$ cat config.mk
export PLATFORM = sky130hd
export DESIGN_NAME = knight_move_ctrl
export DESIGN_NICKNAME = d
export VERILOG_FILES = /design/src/rtl/knight_move_ctrl.sv
export SDC_FILE = /design/constraint.sdc
export NUM_CORES = 1
export LEC_CHECK = 0
export BUFFER_PORTS_ARGS = -buffer_cell sky130_fd_sc_hd__buf_2
export CORE_ASPECT_RATIO = 1.25
export CORE_MARGIN = 3
export CORE_UTILIZATION = 40
export CTS_CLUSTER_SIZE = 24
export DETAILED_ROUTE_END_ITERATION = 16
export SETUP_SLACK_MARGIN = 0.1
export SLEW_MARGIN = 20
export SYNTH_ARGS = -nofsm -noshare
export SYNTH_HDL_FRONTEND = slang
export SYNTH_SLANG_ARGS = --single-unit
$ cat constraint.sdc
create_clock -name CLK -period 6.5 [get_ports CLK]
set_input_delay 0.975 -clock CLK [delete_from_list [all_inputs] [get_ports CLK]]
set_output_delay 0.975 -clock CLK [all_outputs]
set_load 0.01 [all_outputs]
$ cat src/rtl/knight_move_ctrl.sv
`default_nettype none
// ============================================================================
// Module  : knight_move_ctrl
// Purpose : Knight movement sequencer for the 11x11 tile map, covering target
//           read, outcome decode, tile write-back and a frame-based cooldown.
// Rev     : 1.0  initial release
// ============================================================================
module knight_move_ctrl #(
  parameter logic [3:0]  START_X       = 4'd5,
  parameter logic [3:0]  START_Y       = 4'd10,
  parameter logic [3:0]  GRID_MAX      = 4'd10,
  parameter logic [7:0]  FLOOR_ID      = 8'd0,
  parameter logic [7:0]  WALL_ID       = 8'd1,
  parameter logic [7:0]  KEY_ID        = 8'd2,
  parameter logic [7:0]  DOOR_ID       = 8'd3,
  parameter logic [7:0]  STAIR_ID      = 8'd4,
  parameter int unsigned MOVE_COOLDOWN = 4
) (
  input  logic       CLK,
  input  logic       RESET_H,
  input  logic       FRAME_CLK,
  input  logic       move_req,
  input  logic [1:0] move_dir,
  output logic       move_ack,
  output logic       busy,
  output logic       map_rd_en,
  output logic [3:0] map_rd_x,
  output logic [3:0] map_rd_y,
  input  logic [7:0] map_rd_data,
  output logic       map_wr_en,
  output logic [3:0] map_wr_x,
  output logic [3:0] map_wr_y,
  output logic [7:0] map_wr_data,
  output logic [3:0] KnightX,
  output logic [3:0] KnightY,
  output logic [3:0] key_count,
  output logic       move_blocked,
  output logic       floor_up
);

  localparam logic [3:0] c_cool_last = 4'(MOVE_COOLDOWN - 1);

  typedef enum logic [2:0] {
    S_IDLE = 3'd0,
    S_RD   = 3'd1,
    S_DEC  = 3'd2,
    S_WR   = 3'd3,
    S_COOL = 3'd4
  } state_t;

  state_t     r_state;
  state_t     w_state_nxt;
  logic [3:0] r_tgt_x;
  logic [3:0] r_tgt_y;
  logic [3:0] r_cool_cnt;
  logic       r_frame_q;
  logic       r_frame_d;
  logic       w_frame_tick;
  logic [3:0] w_tgt_x;
  logic [3:0] w_tgt_y;
  logic       w_oob;
  logic       w_accept;
  logic       w_dec_move;
  logic       w_dec_key_inc;
  logic       w_dec_key_dec;
  logic       w_dec_block;
  logic       w_dec_stair;

  assign w_frame_tick = r_frame_q & ~r_frame_d;

  // Target is latched even when out of bounds, but the wrapped value is never
  // read or written because an out-of-bounds request never leaves IDLE.
  always_comb begin
    w_tgt_x = KnightX;
    w_tgt_y = KnightY;
    w_oob   = 1'b0;
    case (move_dir)
      2'd0: begin
        w_oob   = (KnightY == 4'd0);
        w_tgt_y = KnightY - 4'd1;
      end
      2'd1: begin
        w_oob   = (KnightY == GRID_MAX);
        w_tgt_y = KnightY + 4'd1;
      end
      2'd2: begin
        w_oob   = (KnightX == 4'd0);
        w_tgt_x = KnightX - 4'd1;
      end
      default: begin
        w_oob   = (KnightX == GRID_MAX);
        w_tgt_x = KnightX + 4'd1;
      end
    endcase
  end

  always_ff @(posedge CLK or posedge RESET_H) begin
    if (RESET_H) r_state <= S_IDLE;
    else         r_state <= w_state_nxt;
  end

  always_comb begin
    w_state_nxt   = r_state;
    move_ack      = 1'b0;
    map_rd_en     = 1'b0;
    map_wr_en     = 1'b0;
    w_accept      = 1'b0;
    w_dec_move    = 1'b0;
    w_dec_key_inc = 1'b0;
    w_dec_key_dec = 1'b0;
    w_dec_block   = 1'b0;
    w_dec_stair   = 1'b0;
    case (r_state)
      S_IDLE: begin
        if (move_req) begin
          move_ack = 1'b1;
          w_accept = 1'b1;
          if (!w_oob) w_state_nxt = S_RD;
        end
      end
      S_RD: begin
        map_rd_en   = 1'b1;
        w_state_nxt = S_DEC;
      end
      S_DEC: begin
        if (map_rd_data == FLOOR_ID) begin
          w_dec_move  = 1'b1;
          w_state_nxt = S_COOL;
        end else if (map_rd_data == KEY_ID) begin
          w_dec_move    = 1'b1;
          w_dec_key_inc = 1'b1;
          w_state_nxt   = S_WR;
        end else if ((map_rd_data == DOOR_ID) && (key_count != 4'd0)) begin
          w_dec_move    = 1'b1;
          w_dec_key_dec = 1'b1;
          w_state_nxt   = S_WR;
        end else if (map_rd_data == STAIR_ID) begin
          w_dec_stair = 1'b1;
          w_state_nxt = S_COOL;
        end else begin
          // Walls, keyless doors and anything unrecognised are refused
          w_dec_block = 1'b1;
          w_state_nxt = S_IDLE;
        end
      end
      S_WR: begin
        map_wr_en   = 1'b1;
        w_state_nxt = S_COOL;
      end
      S_COOL: begin
        if (w_frame_tick && (r_cool_cnt == c_cool_last)) w_state_nxt = S_IDLE;
      end
      default: w_state_nxt = S_IDLE;
    endcase
  end

  always_ff @(posedge CLK or posedge RESET_H) begin
    if (RESET_H) begin
      r_tgt_x      <= START_X;
      r_tgt_y      <= START_Y;
      KnightX      <= START_X;
      KnightY      <= START_Y;
      key_count    <= 4'd0;
      move_blocked <= 1'b0;
      floor_up     <= 1'b0;
      r_cool_cnt   <= 4'd0;
      r_frame_q    <= 1'b0;
      r_frame_d    <= 1'b0;
    end else begin
      r_frame_q    <= FRAME_CLK;
      r_frame_d    <= r_frame_q;
      move_blocked <= w_dec_block;
      floor_up     <= w_dec_stair;
      if (w_accept) begin
        r_tgt_x      <= w_tgt_x;
        r_tgt_y      <= w_tgt_y;
        move_blocked <= w_oob;
      end
      if (w_dec_move) begin
        KnightX <= r_tgt_x;
        KnightY <= r_tgt_y;
      end
      if (w_dec_key_inc && (key_count != 4'hF)) key_count <= key_count + 4'd1;
      if (w_dec_key_dec)                        key_count <= key_count - 4'd1;
      // Counter idles at zero so a tick on the COOL entry cycle is counted
      if (r_state != S_COOL)   r_cool_cnt <= 4'd0;
      else if (w_frame_tick)   r_cool_cnt <= (r_cool_cnt == c_cool_last) ? 4'd0
                                                                         : r_cool_cnt + 4'd1;
    end
  end

  assign busy        = (r_state != S_IDLE);
  assign map_rd_x    = r_tgt_x;
  assign map_rd_y    = r_tgt_y;
  assign map_wr_x    = r_tgt_x;
  assign map_wr_y    = r_tgt_y;
  assign map_wr_data = FLOOR_ID;

endmodule
`default_nettype wire

==> flow_summary.yaml <==
grt:
  grt_pass1_wl_um: 5980
  grt_pass1_vias: 1278
  grt_overflow_total: 0
  grt_max_degree: 32
  grt_antenna_before_repair: 0
  grtUsageTotal_pct: 14.4
cells_and_area:
  drive_above_1_share_pct: 32.0
  diodes: 0
  syn_to_final_growth_pct: 15.0
  finalNetCount: 254
  utilization_pct: 48.2
route:
  antenna_left: 0
  firstDrtPassIters: 4
  routedWlPerCell_um: 12.3
  wirelength_um: 3560
  drt-initial-drc-count: 62
  vias: 1376
  drc: 0
  viasPerCell: 4.76
synth:
  avgSynthCellArea_sq_um: 9.94
  netlist_area_sq_mm: 0.00187
  syn_inst: 188
  ys_warn_count: 0
  ys_ff_latch: 31
  synth_cell_types: 39
  ys_seq_area_share_pct: 42.1
critical_path:
  worstPathCellList: "buf_2 > or4_4 > nor4_1 > nand3_1 > inv_1 > ha_1 > a21o_1 > a21oi_1 > mux2i_1 > nand2_1 > xnor2_1"
  startpoint_type: "primary input"
  required_ns: 6.67
  arrival_ns: 3.34
  crit_type: "primary input to flop"
  cpMaxStageDelayCell: "or4_4"
  cpPeakStageDelay_ns: 0.53
  cp_max_fo: 3
  endpoint_kind: "flop"
sta:
  finalSetupTns_ns: 0
  max_freq_ghz: 0.315
  fin_crit_ns: 3.17
  setup_slack_ns: 3.33
  whs_ns: 0.404
  grt_setup_unrepaired: "no"
  finClkSkew_ns: 0.00708
  hold_viol_final: 0
  relSlewSlack_pct: 64.4
  drv_slew: 0
  worst_pin_slew_ns: 0.532
  setup_viol: 0
  fin_crit_sh_pct: 48.8
power:
  power_density_mw_per_mm2: 294
  ir_worst_vdd_uv: 167
  power_mw: 0.631
  leakage_nw: 1.11
job:
  drv_cap: 0
floorplanning:
  num_rows: 27
  pin_count: 56
  die_h_um: 82.4
  start_util_pct: 41.9
  die_area_sq_mm: 0.00553
  die_w_um: 67.1
  coreArea_sq_mm: 0.00446
clocking:
  h-tree-depth: 2
  ctsResizeCount: 0
  cts_inserted_buffers: 5
  holdBufCountCts: 0
  path_clk_slew_ns: 0.07
  cts_tree: "done"
  postCtsSetupRepairBufs: 0
  cts_root_buffer: "clkbuf_8"
  cts.sinks: 31
  clock_latency_ns: 0.28
  clock_path_buffers: 2
place:
  io_buffers: 47
  dp_hpwl_um: 2610
  dp_slack_ns: 3.02
  place.gp.congestion: 0.763
worst_hold_path:
  hp-class: "flop to flop"
run_status:
  outcome: "finished clean"
[cells in the mapped netlist]
| master | count | share of area (%) |
|---|---|---|
| a2111o_1 | 1 | 0.60 |
| a21o_1 | 3 | 1.2 |
| a21oi_1 | 7 | 1.9 |
| a221oi_1 | 2 | 0.94 |
| a31oi_1 | 3 | 1.0 |
| and2_1 | 1 | 0.34 |
| buf_1 | 1 | 0.20 |
| buf_4 | 16 | 6.4 |
| buf_6 | 1 | 0.60 |
| clkbuf_1 | 2 | 0.40 |
| conb_1 | 1 | 0.20 |
| dfrtp_1 | 23 | 31 |
| dfstp_2 | 8 | 11 |
| fa_1 | 3 | 3.2 |
| ha_1 | 7 | 4.7 |
| inv_1 | 11 | 2.2 |
| mux2_1 | 1 | 0.60 |
| mux2_4 | 8 | 6.4 |
| mux2i_1 | 4 | 2.1 |
| nand2_1 | 22 | 4.4 |
| nand2b_1 | 4 | 1.3 |
| nand3_1 | 3 | 0.80 |
| nand3b_1 | 1 | 0.40 |
| nand4_1 | 2 | 0.67 |
| nor2_1 | 12 | 2.4 |
| nor2_4 | 1 | 0.60 |
| nor2b_1 | 2 | 0.67 |
| nor3_1 | 5 | 1.3 |
| nor4_1 | 1 | 0.34 |
| o21ai_0 | 13 | 3.5 |
| o21ai_1 | 1 | 0.27 |
| o2bb2ai_1 | 1 | 0.47 |
| or2_4 | 1 | 0.47 |
| or3_1 | 3 | 1.0 |
| or3b_2 | 1 | 0.47 |
| or4_1 | 1 | 0.40 |
| or4_4 | 1 | 0.60 |
| xnor2_1 | 8 | 3.8 |
| xor2_1 | 2 | 0.94 |
[layout by cell type (no fill, tap or decap), drive strengths merged, types with 8 or more instances in the layout]
cell type	instances
dfrtp	23
inv	11
o21ai	14
buf	48
conb	8
nor2	13
mux2	9
xnor2	8
dfstp	8
nand2	22
[per-layer routing]
| metal | vias to the layer above | routed length (um) | GRT usage (%) |
|---|---|---|---|
| met1 | 631 | 1640 | 18.7 |
| li1 | 699 | - | - |
| met2 | 41 | 1620 | 23.1 |
| met4 | 0 | 51 | 4.26 |
| met3 | 5 | 250 | 4.33 |
| met5 | - | 0 | 0 |
[per-stage QoR]
stage                     area (sq um)  std cells
after floorplan                   1890        195
after global placement            2070        281
after detailed placement          2070        281
after CTS                         2150        289
after global routing              2150        289
final                             2150        289
[critical path, delay by kind of cell]
family          cells  cell delay (ns)
simple gates        4             1.22
compound gates      2             0.36
fa+ha+maj           1             0.23
buf+inv             2             0.22
mux                 1             0.20
xor+xnor            1             0.14
[area by class of cell]
cell class | count | area (sq um)
fill | 458 | 2310
timing repair buffer | 48 | 243
inverter | 11 | 41.3
sequential | 31 | 786
tap | 58 | 72.6
clock inverter | 1 | 5.00
multi-input combinational | 133 | 925
clock buffer | 7 | 76.3
[flip-flops by register name (all words and copies together), names as in the netlist]
signal	count
floor_up	1
r_frame_d	1
map_rd_y	4
KnightX	4
map_rd_x	4
r_state	3
r_frame_q	1
key_count	4
r_cool_cnt	4
KnightY	4
move_blocked	1
[report_power, final]
part,leakage [nW],internal (mW),total [mW],switching (mW)
registers,0.380,0.242,0.281,0.0396
logic,0.690,0.0898,0.207,0.117
clock network,0.0422,0.0750,0.143,0.0678
total,1.11,0.406,0.631,0.224
[cell families after synthesis]
group	count (synthesis)	synth area share, %
AO/OA/AOI/OAI	31	9.85
XOR/XNOR	10	4.69
adder cells (fa/ha/maj)	10	7.90
buffers and inverters	31	9.85
flip-flops	31	42.1
multiplexers	13	9.18
other	1	0.201
AND/OR/NAND/NOR	61	16.3
[path summary, 6_finish.rpt]
path                                             start                         to  slack (ns)  cells past startpoint
worst max-delay path                    map_rd_data[6]   key_count[3]$_DFFE_PP0P_        3.33                     11
worst min-delay path               r_frame_q$_DFF_PP0_        r_frame_d$_DFF_PP0_        0.40                      0
worst max register to register  r_state[0]$_DFFE_PP0P_   key_count[3]$_DFFE_PP0P_        3.71                     10
worst min register to register     r_frame_q$_DFF_PP0_        r_frame_d$_DFF_PP0_        0.40                      0
max in group asynchronous                      RESET_H     KnightX[0]$_DFFE_PP1P_        5.41                      3
min in group asynchronous                      RESET_H  r_cool_cnt[2]$_DFFE_PP0P_        0.77                      3
No activity file was read; power rests on OpenSTA's default activity.
